File: config.mk
export PLATFORM = sky130hd
export DESIGN_NAME = brainhack_core
export DESIGN_NICKNAME = d
export VERILOG_FILES = /design/src/rtl/brainhack_core.sv
export SDC_FILE = /design/constraint.sdc
export NUM_CORES = 1
export LEC_CHECK = 0
export CAP_MARGIN = 10
export CELL_PAD_IN_SITES_DETAIL_PLACEMENT = 0
export CELL_PAD_IN_SITES_GLOBAL_PLACEMENT = 1
export CORE_UTILIZATION = 42
export DETAILED_ROUTE_END_ITERATION = 7
export DONT_BUFFER_PORTS = 1
export GPL_ROUTABILITY_DRIVEN = 0
export PLACE_DENSITY_LB_ADDON = 0.1
export SLEW_MARGIN = 10
export SYNTH_ARGS = -nofsm -noshare
export SYNTH_HDL_FRONTEND = slang
export SYNTH_SLANG_ARGS = --single-unit
File: constraint.sdc
create_clock -name i_clock -period 2.8 [get_ports i_clock]
set_input_delay 0.42 -clock i_clock [delete_from_list [all_inputs] [get_ports i_clock]]
set_output_delay 0.42 -clock i_clock [all_outputs]
set_load 0.01 [all_outputs]
File: src/rtl/brainhack_core.sv
// Brainfuck-style interpreter core: one instruction per cycle over
// external program, tape and loop-stack memories with in/out handshakes.
module brainhack_core #(
  parameter int TAPE_DATA_W  = 8,
  parameter int TAPE_ADDR_W  = 8,
  parameter int PRG_ADDR_W   = 8,
  parameter int STACK_ADDR_W = 4,
  parameter int PRG_LEN      = 255
) (
  input  logic                    i_clock,
  input  logic                    i_reset_n,
  input  logic                    i_run,
  input  logic [2:0]              i_prgmem_data,
  input  logic [TAPE_DATA_W-1:0]  i_tape_data,
  input  logic [PRG_ADDR_W-1:0]   i_stack_data,
  input  logic [TAPE_DATA_W-1:0]  i_in_data,
  input  logic                    i_in_valid,
  input  logic                    i_out_ready,
  output logic [PRG_ADDR_W-1:0]   o_prgmem_addr,
  output logic [TAPE_ADDR_W-1:0]  o_tape_addr,
  output logic [TAPE_DATA_W-1:0]  o_tape_data,
  output logic                    o_tape_in,
  output logic [STACK_ADDR_W-1:0] o_stack_addr,
  output logic [PRG_ADDR_W-1:0]   o_stack_data,
  output logic                    o_stack_in,
  output logic                    o_in_ready,
  output logic [TAPE_DATA_W-1:0]  o_out_data,
  output logic                    o_out_valid,
  output logic                    o_halted,
  output logic                    o_error
);
  localparam int SP_W = STACK_ADDR_W + 1;
  localparam logic [SP_W-1:0] SP_FULL =
    {1'b1, {STACK_ADDR_W{1'b0}}};
  localparam logic [PRG_ADDR_W-1:0] PC_END =
    PRG_ADDR_W'(PRG_LEN);

  typedef enum logic [2:0] {
    S_IDLE, S_EXEC, S_SKIP, S_WAIT_IN,
    S_WAIT_OUT, S_HALT, S_ERROR
  } state_e;

  typedef enum logic [2:0] {
    OP_OUT, OP_IN, OP_INC, OP_DEC,
    OP_RIGHT, OP_LEFT, OP_LOOP, OP_END
  } op_e;

  state_e                   state_q;
  logic [PRG_ADDR_W-1:0]    pc_q;
  logic [SP_W-1:0]          sp_q;
  logic [TAPE_ADDR_W-1:0]   ptr_q;
  logic [PRG_ADDR_W-1:0]    depth_q;
  logic [TAPE_DATA_W-1:0]   out_q;

  op_e                      op;
  logic                     at_end;
  logic                     cell_nz;
  logic                     sp_full;
  logic                     exec;
  logic [PRG_ADDR_W-1:0]    pc_p1;
  logic                     tape_we;
  logic [TAPE_DATA_W-1:0]   tape_wd;
  logic                     stack_we;
  logic [STACK_ADDR_W-1:0]  stack_a;

  assign op      = op_e'(i_prgmem_data);
  assign at_end  = (pc_q == PC_END);
  assign cell_nz = |i_tape_data;
  assign sp_full = (sp_q == SP_FULL);
  assign exec    = (state_q == S_EXEC) && !at_end;
  assign pc_p1   = pc_q + PRG_ADDR_W'(1);

  always_comb begin
    tape_we  = 1'b0;
    tape_wd  = i_tape_data + TAPE_DATA_W'(1);
    stack_we = 1'b0;
    stack_a  = sp_q[STACK_ADDR_W-1:0];
    unique case (1'b1)
      exec && (op == OP_INC): tape_we = 1'b1;
      exec && (op == OP_DEC): begin
        tape_we = 1'b1;
        tape_wd = i_tape_data - TAPE_DATA_W'(1);
      end
      exec && (op == OP_LOOP):
        stack_we = cell_nz && !sp_full;
      exec && (op == OP_END):
        stack_a = sp_q[STACK_ADDR_W-1:0]
                - STACK_ADDR_W'(1);
      state_q == S_WAIT_IN: begin
        tape_we = i_in_valid;
        tape_wd = i_in_data;
      end
      default: ;
    endcase
  end

  always_ff @(posedge i_clock) begin
    if (!i_reset_n) begin
      state_q <= S_IDLE;
      pc_q    <= '0;
      sp_q    <= '0;
      ptr_q   <= '0;
      depth_q <= '0;
      out_q   <= '0;
    end else begin
      unique case (state_q)
        S_IDLE, S_HALT, S_ERROR: begin
          if (i_run) begin
            pc_q    <= '0;
            sp_q    <= '0;
            ptr_q   <= '0;
            depth_q <= '0;
            state_q <= S_EXEC;
          end
        end
        S_EXEC: begin
          if (at_end) begin
            state_q <= S_HALT;
          end else begin
            unique case (op)
              OP_INC, OP_DEC: pc_q <= pc_p1;
              OP_RIGHT: begin
                ptr_q <= ptr_q + TAPE_ADDR_W'(1);
                pc_q  <= pc_p1;
              end
              OP_LEFT: begin
                ptr_q <= ptr_q - TAPE_ADDR_W'(1);
                pc_q  <= pc_p1;
              end
              OP_LOOP: begin
                if (!cell_nz) begin
                  depth_q <= PRG_ADDR_W'(1);
                  pc_q    <= pc_p1;
                  state_q <= S_SKIP;
                end else if (sp_full) begin
                  state_q <= S_ERROR;
                end else begin
                  sp_q <= sp_q + SP_W'(1);
                  pc_q <= pc_p1;
                end
              end
              OP_END: begin
                if (sp_q == '0) begin
                  state_q <= S_ERROR;
                end else if (cell_nz) begin
                  pc_q <= i_stack_data;
                end else begin
                  sp_q <= sp_q - SP_W'(1);
                  pc_q <= pc_p1;
                end
              end
              OP_OUT: begin
                out_q   <= i_tape_data;
                state_q <= S_WAIT_OUT;
              end
              OP_IN: state_q <= S_WAIT_IN;
              default: ;
            endcase
          end
        end
        S_SKIP: begin
          if (at_end) begin
            state_q <= S_ERROR;
          end else begin
            pc_q <= pc_p1;
            if (op == OP_LOOP) begin
              depth_q <= depth_q + PRG_ADDR_W'(1);
            end else if (op == OP_END) begin
              depth_q <= depth_q - PRG_ADDR_W'(1);
              if (depth_q == PRG_ADDR_W'(1)) begin
                state_q <= S_EXEC;
              end
            end
          end
        end
        S_WAIT_IN: begin
          if (i_in_valid) begin
            pc_q    <= pc_p1;
            state_q <= S_EXEC;
          end
        end
        S_WAIT_OUT: begin
          if (i_out_ready) begin
            pc_q    <= pc_p1;
            state_q <= S_EXEC;
          end
        end
        default: state_q <= S_IDLE;
      endcase
    end
  end

  assign o_prgmem_addr = pc_q;
  assign o_tape_addr   = ptr_q;
  assign o_tape_data   = tape_wd;
  assign o_tape_in     = tape_we;
  assign o_stack_addr  = stack_a;
  assign o_stack_data  = pc_p1;
  assign o_stack_in    = stack_we;
  assign o_in_ready    = (state_q == S_WAIT_IN);
  assign o_out_data    = out_q;
  assign o_out_valid   = (state_q == S_WAIT_OUT);
  assign o_halted      = (state_q == S_HALT);
  assign o_error       = (state_q == S_ERROR);
endmodule
==> results.json, run 1 <==
{
  "drive_gt1_share_pct": 15.53,
  "core_area_sq_mm": 0.007687,
  "gr-total-overflow": 0,
  "peakVddDrop_mv": 0.3166,
  "avgSynthCellArea_sq_um": 7.994,
  "post-synth-top-area-cell": "dfxtp_1",
  "ys_warn_count": 0,
  "synthFlopType": "dfxtp_1",
  "grt_usage_pct": 20.84,
  "setup_violations": 0,
  "vias_per_cell": 5.674,
  "cp_slowest_cell": "dfxtp_1",
  "seq_area_frac_synth_pct": 24.20,
  "hold_viol_final": 0,
  "min_path_type": "primary input to flop",
  "arrival_ns": 2.19,
  "drt-pass1-iter-count": 4,
  "cts_sinks": 40,
  "num_vias": 2990,
  "synth_top_area_share_pct": 24.20,
  "min-delay-start": "i_reset_n",
  "grt_pass1_wl_mm": 13.93,
  "finalCritPeriodShare_pct": 93.37,
  "die_h_um": 90.77,
  "synth_nets": 464,
  "rows": 32,
  "worst_ep_required_time_ns": 2.38,
  "hpwl_mm": 6.233,
  "cts_htree_levels": 2,
  "cts_buffer_depth": 2,
  "ys_async_sr_fraction_pct": 0,
  "rsz0062_at_grt": "no",
  "synth_commonest_cells": "nand2_1, nor2_1, dfxtp_1",
  "fill_cells": 808,
  "cp_max_fo": 6,
  "dieArea_sq_mm": 0.008238,
  "die_w_um": 90.77,
  "crit-reg2reg-launch": "sp_q[0]$_SDFFE_PN0P_",
  "grt_pass1_vias": 2761,
  "initial_utilization_pct": 43.05,
  "synthTopCellsByArea": "dfxtp_1, ha_1, nand2_1",
  "p_leak_nw": 1.358,
  "cap_violations": 0,
  "antenna_cells": 0,
  "antenna_found_initial": 0,
  "maxSlewHeadroom_pct": 64.36,
  "cts-root-buf": "clkbuf_8",
  "whs_path_depth": 1,
  "period_needed_ns": 2.614,
  "path_class": "flop to output pin",
  "grt_max_degree": 21,
  "hold_buffers": 0,
  "clk_pin_slew_ns": 0.08,
  "dr.first_iter.drc_count": 176,
  "io_buffer_count": 0,
  "max_stage_delay_ns": 0.34,
  "path_cells": "ha_1, nand3_2, o211ai_4, xnor2_1, ha_2, nor3_1, a41oi_1, xor2_1, o21ai_1",
  "p_per_area_mw_per_mm2": 810.6,
  "maxSlewViolCount": 0,
  "synth-edff-count": 0,
  "cts_buffers": 5,
  "cts_tree": "built",
  "start_kind": "flop",
  "syn2layout_area_growth_pct": 8.847,
  "wl_per_cell_um": 15.85,
  "worst-r2r-setup-slack_ns": 0.46,
  "status": "finished clean",
  "ant_nets": 0,
  "hold_path_end": "o_prgmem_addr[2]$_SDFFE_PN0P_",
  "worstReg2RegEnd": "state_q[2]$_SDFFE_PN0P_",
  "nNetsFinal": 474,
  "synth_most_common_cell": "nand2_1",
  "fin_worst_skew_ns": 0.01185,
  "max_clock_freq_mhz": 382.5,
  "drc": 0,
  "syn_inst": 414,
  "crit_path_end_kind": "output pin",
  "final_util_pct": 46.86,
  "synth_seq_cells": 40,
  "hold_slack_ns": 0.2513,
  "worst_slew_pin_slew_ns": 0.5339,
  "routed_wirelength_mm": 8.351,
  "clkLatencyLatePin_ns": 0.30,
  "worstRegToRegCells": 8,
  "synth.distinct_cells": 79,
  "finalSetupTns_ns": 0,
  "pin_count": 82,
  "synthesis.area_sq_mm": 0.003309
}
==> metrics by stage <==
stage | total power, mW | cell area [sq um] | instances | setup WS (ns)
after floorplan | 2.127 | 3314 | 414 | 0.03900
after global placement | 2.518 | 3495 | 518 | 0.3822
after detailed placement | 2.526 | 3495 | 518 | 0.3737
after CTS | 2.939 | 3587 | 526 | 0.04596
after global routing | 3.154 | 3602 | 527 | 0.01036
final | 2.920 | 3602 | 527 | 0.1855
==> layout by cell type, fill, tap and decap left out, types with 6 or more instances in the layout <==
cell | Yosys | layout
or3_1 | 6 | 6
inv_1 | 14 | 14
nand2b_1 | 7 | 7
xor2_1 | 12 | 12
nor2_1 | 44 | 44
ha_1 | 16 | 15
buf_4 | 4 | 25
xnor2_1 | 15 | 15
a21oi_1 | 24 | 24
nand2_1 | 49 | 49
mux2i_1 | 7 | 7
dfxtp_1 | 40 | 40
o21ai_0 | 14 | 13
o22ai_1 | 8 | 8
nand3_1 | 19 | 18
nor3_1 | 10 | 9
==> where the power goes <==
part,switching [mW],internal [mW]
sequential,0.0913,0.666
combinational,1.04,0.727
clock,0.220,0.177
total,1.35,1.57
==> worst max-delay path: cells and delay by family (launching register included) <==
| kind | cells | cell delay [ns] |
|---|---|---|
| and+or+nand+nor | 2 | 0.20 |
| AOI/OAI and AO/OA | 3 | 0.64 |
| adders and majority gates | 2 | 0.48 |
| DFF | 1 | 0.34 |
| xor gates and xnor gates | 2 | 0.25 |
==> repair_timing <==
action | 4_1_cts | 5_1_grt
setup buffers | 0 | 1
gates resized for setup | 0 | 2
setup endpoints to repair | 0 | 3
==> flip-flops by register name, indices dropped and copies added, names as in the netlist <==
name	count
depth_q	8
o_out_data	8
o_prgmem_addr	8
o_tape_addr	8
sp_q	5
state_q	3
==> layer usage <==
| metal | wire length, um | vias to the layer above | GRT usage [%] |
|---|---|---|---|
| li1 | - | 1526 | - |
| met2 | 3677 | 73 | 32.39 |
| met4 | 131 | 0 | 6.317 |
| met1 | 4166 | 1379 | 29.31 |
| met5 | 0 | - | 0 |
| met3 | 375 | 12 | 3.451 |
==> how the worst max path moves through the flow <==
stage | cells after the start | startpoint | slack [ns] | end
final | 9 | o_prgmem_addr[0]$_SDFFE_PN0P_ | 0.19 | o_tape_data[4]
after CTS | 10 | o_prgmem_addr[0]$_SDFFE_PN0P_ | 0.05 | o_tape_data[2]
after global placement | 10 | i_prgmem_data[0] | 0.38 | o_tape_addr[7]$_SDFFE_PN0P_
after detailed placement | 10 | i_prgmem_data[0] | 0.37 | o_tape_addr[7]$_SDFFE_PN0P_
after global routing | 10 | o_prgmem_addr[1]$_SDFFE_PN0P_ | 0.01 | o_tape_data[2]
after floorplan | 10 | o_prgmem_addr[0]$_SDFFE_PN0P_ | 0.04 | o_tape_data[2]
==> layout make-up <==
type                    count  area (sq um)  share of cell area [%]
clock inverters             3         23.77                  0.6600
flip-flops and latches     40         800.8                   22.23
well taps                 102         127.6                   3.543
multi-input cells         337          2337                   64.88
inverters                  15         56.30                   1.563
clock buffers               5         68.82                   1.910
repair buffers             25         187.7                   5.210
==> cell families after synthesis <==
kind of cell	count (synthesis)	synth area share (%)
compound gates	105	24.01
xor+xnor	27	7.146
flops	40	24.20
mux	10	3.138
fa+ha+maj	18	7.259
buf+inv	37	5.557
simple gates	177	28.70
No activity file was read; power rests on OpenSTA's default activity.
==> run 2: changes to the inputs <==
- CORE_UTILIZATION: 42 -> 44
- CTS_BUF_LIST: unset -> sky130_fd_sc_hd__clkbuf_4 sky130_fd_sc_hd__clkbuf_8
==> results.json, run 2 (synthesis gave the netlist of run 1 again) <==
{
  "max_stage_delay_ns": 0.34,
  "rows": 31,
  "cts_sinks": 40,
  "syn2layout_area_growth_pct": 9.149,
  "worst_ep_required_time_ns": 2.38,
  "p_per_area_mw_per_mm2": 818.7,
  "arrival_ns": 2.19,
  "startpoint": "o_prgmem_addr[4]$_SDFFE_PN0P_",
  "min_path_type": "primary input to flop",
  "dr.first_iter.drc_count": 160,
  "grt_util_met1_pct": 31.00,
  "num_vias": 2963,
  "clk_pin_slew_ns": 0.08,
  "cp_slowest_cell": "dfxtp_1",
  "status": "finished clean",
  "cts_htree_levels": 2,
  "cts_buffer_depth": 2,
  "finalSetupTns_ns": 0,
  "wl_per_cell_um": 15.92,
  "max_clock_freq_mhz": 382.5,
  "start_kind": "flop",
  "top_usage_layer": "met2",
  "pin_count": 82,
  "rsz0062_at_grt": "no",
  "path_class": "flop to output pin",
  "period_needed_ns": 2.614,
  "cap_violations": 0,
  "drc": 0,
  "cts-root-buf": "clkbuf_8",
  "grt_max_degree": 21,
  "final_cell_mix": "nand2_1, nor2_1, dfxtp_1, a21oi_1, buf_4",
  "setup_violations": 0,
  "path_cells": "nand4_1, o211ai_4, xnor2_1, ha_2, nor3_1, a21oi_1, xor2_1, o21ai_0, buf_4",
  "setup.worst_path.end": "o_tape_data[2]",
  "grt_pass1_wl_mm": 13.10,
  "die_h_um": 88.73,
  "core_area_sq_mm": 0.007253,
  "crit-reg2reg-launch": "sp_q[0]$_SDFFE_PN0P_",
  "drt-pass1-iter-count": 4,
  "cp_max_fo": 6,
  "cts_tree": "built",
  "fill_cells": 734,
  "antenna_found_initial": 0,
  "final_cell_count_no_fill": 523,
  "p_leak_nw": 1.365,
  "gr-total-overflow": 0,
  "io_buffer_count": 0,
  "hpwl_mm": 6.187,
  "cp_top_family": "compound AO/OA/AOI/OAI gates",
  "dieArea_sq_mm": 0.007872,
  "worstRegToRegCells": 9,
  "worst_slew_pin_slew_ns": 0.5490,
  "grt_pass1_vias": 2608,
  "gr-usage-met2_pct": 32.38,
  "crit_cells": 9,
  "peakVddDrop_mv": 0.3496,
  "drive_gt1_share_pct": 16.27,
  "worstReg2RegEnd": "o_prgmem_addr[5]$_SDFFE_PN0P_",
  "routed_wirelength_mm": 8.327,
  "die_w_um": 88.73,
  "fin_worst_skew_ns": 0.006273,
  "hold_buffers": 0,
  "maxSlewHeadroom_pct": 63.36,
  "hold_viol_final": 0,
  "crit_path_end_kind": "output pin",
  "final_util_pct": 49.80,
  "finalCritPeriodShare_pct": 93.37,
  "ant_nets": 0,
  "layout_commonest_cell": "nand2_1",
  "nNetsFinal": 473,
  "clkLatencyLatePin_ns": 0.29,
  "hold_slack_ns": 0.2519,
  "cts_buffers": 5,
  "grt_usage_pct": 21.58,
  "vias_per_cell": 5.665,
  "critPathBufInv": 1,
  "grt_util_met3_pct": 4.384,
  "maxSlewViolCount": 0,
  "initial_utilization_pct": 45.63,
  "antenna_cells": 0,
  "worst-r2r-setup-slack_ns": 0.49,
  "place_inst": 514
}
[run 2: cell types whose count changed in the layout (fill, tap and decap cells not counted), moves of 2 or more]
cell,delta
clkbuf_4,+2
dfxtp_1,-3
clkinvlp_4,-2
dfxtp_2,+3
[run 2: worst min path at each step]
stage	startpoint	slack, ns	endpoint	cells past startpoint
after floorplan	depth_q[7]$_SDFFE_PN0P_	0.45	depth_q[7]$_SDFFE_PN0P_	2
after global placement	depth_q[7]$_SDFFE_PN0P_	0.47	depth_q[7]$_SDFFE_PN0P_	2
after detailed placement	depth_q[7]$_SDFFE_PN0P_	0.48	depth_q[7]$_SDFFE_PN0P_	2
after CTS	i_reset_n	0.25	o_prgmem_addr[1]$_SDFFE_PN0P_	1
after global routing	i_reset_n	0.24	o_prgmem_addr[1]$_SDFFE_PN0P_	1
final	i_reset_n	0.25	o_prgmem_addr[0]$_SDFFE_PN0P_	1
[run 2: cell type report]
type                    instances  area [sq um]  share of cell area (%)
multi-input cells             337          2350                   65.05
flip-flops and latches         40         804.5                   22.27
repair buffers                 24         180.2                   4.988
well taps                      99         123.9                   3.429
clock buffers                   8         97.59                   2.702
inverters                      15         56.30                   1.559
[run 2: where the power goes]
| group | internal (mW) | total, mW | switching, mW | leakage (nW) |
|---|---|---|---|---|
| Clock | 0.221 | 0.424 | 0.204 | 0.0523 |
| Combinational | 0.738 | 1.77 | 1.03 | 0.987 |
| Sequential | 0.671 | 0.766 | 0.0955 | 0.326 |
[run 2: timing repair]
item | CTS | global route
hold endpoints to repair | 0 | 0
resized for setup | 0 | 7
setup buffers | 0 | 1
setup endpoints to repair | 0 | 3
[run 2: stage by stage]
| step | setup slack (ns) | area (sq um) | power [mW] |
|---|---|---|---|
| global route | 0.002901 | 3612 | 3.181 |
| global placement | 0.3906 | 3483 | 2.509 |
| finish | 0.1857 | 3612 | 2.957 |
| floorplan | 0.03900 | 3314 | 2.127 |
| detailed placement | 0.3437 | 3483 | 2.513 |
| CTS | 0.01113 | 3581 | 2.947 |
[run 2: per-layer routing]
layer / share of wire, % / up-vias
met1: 50 / 1372
met5: 0 / -
li1: - / 1520
met3: 4.7 / 9
met2: 44 / 62
met4: 1.2 / 0
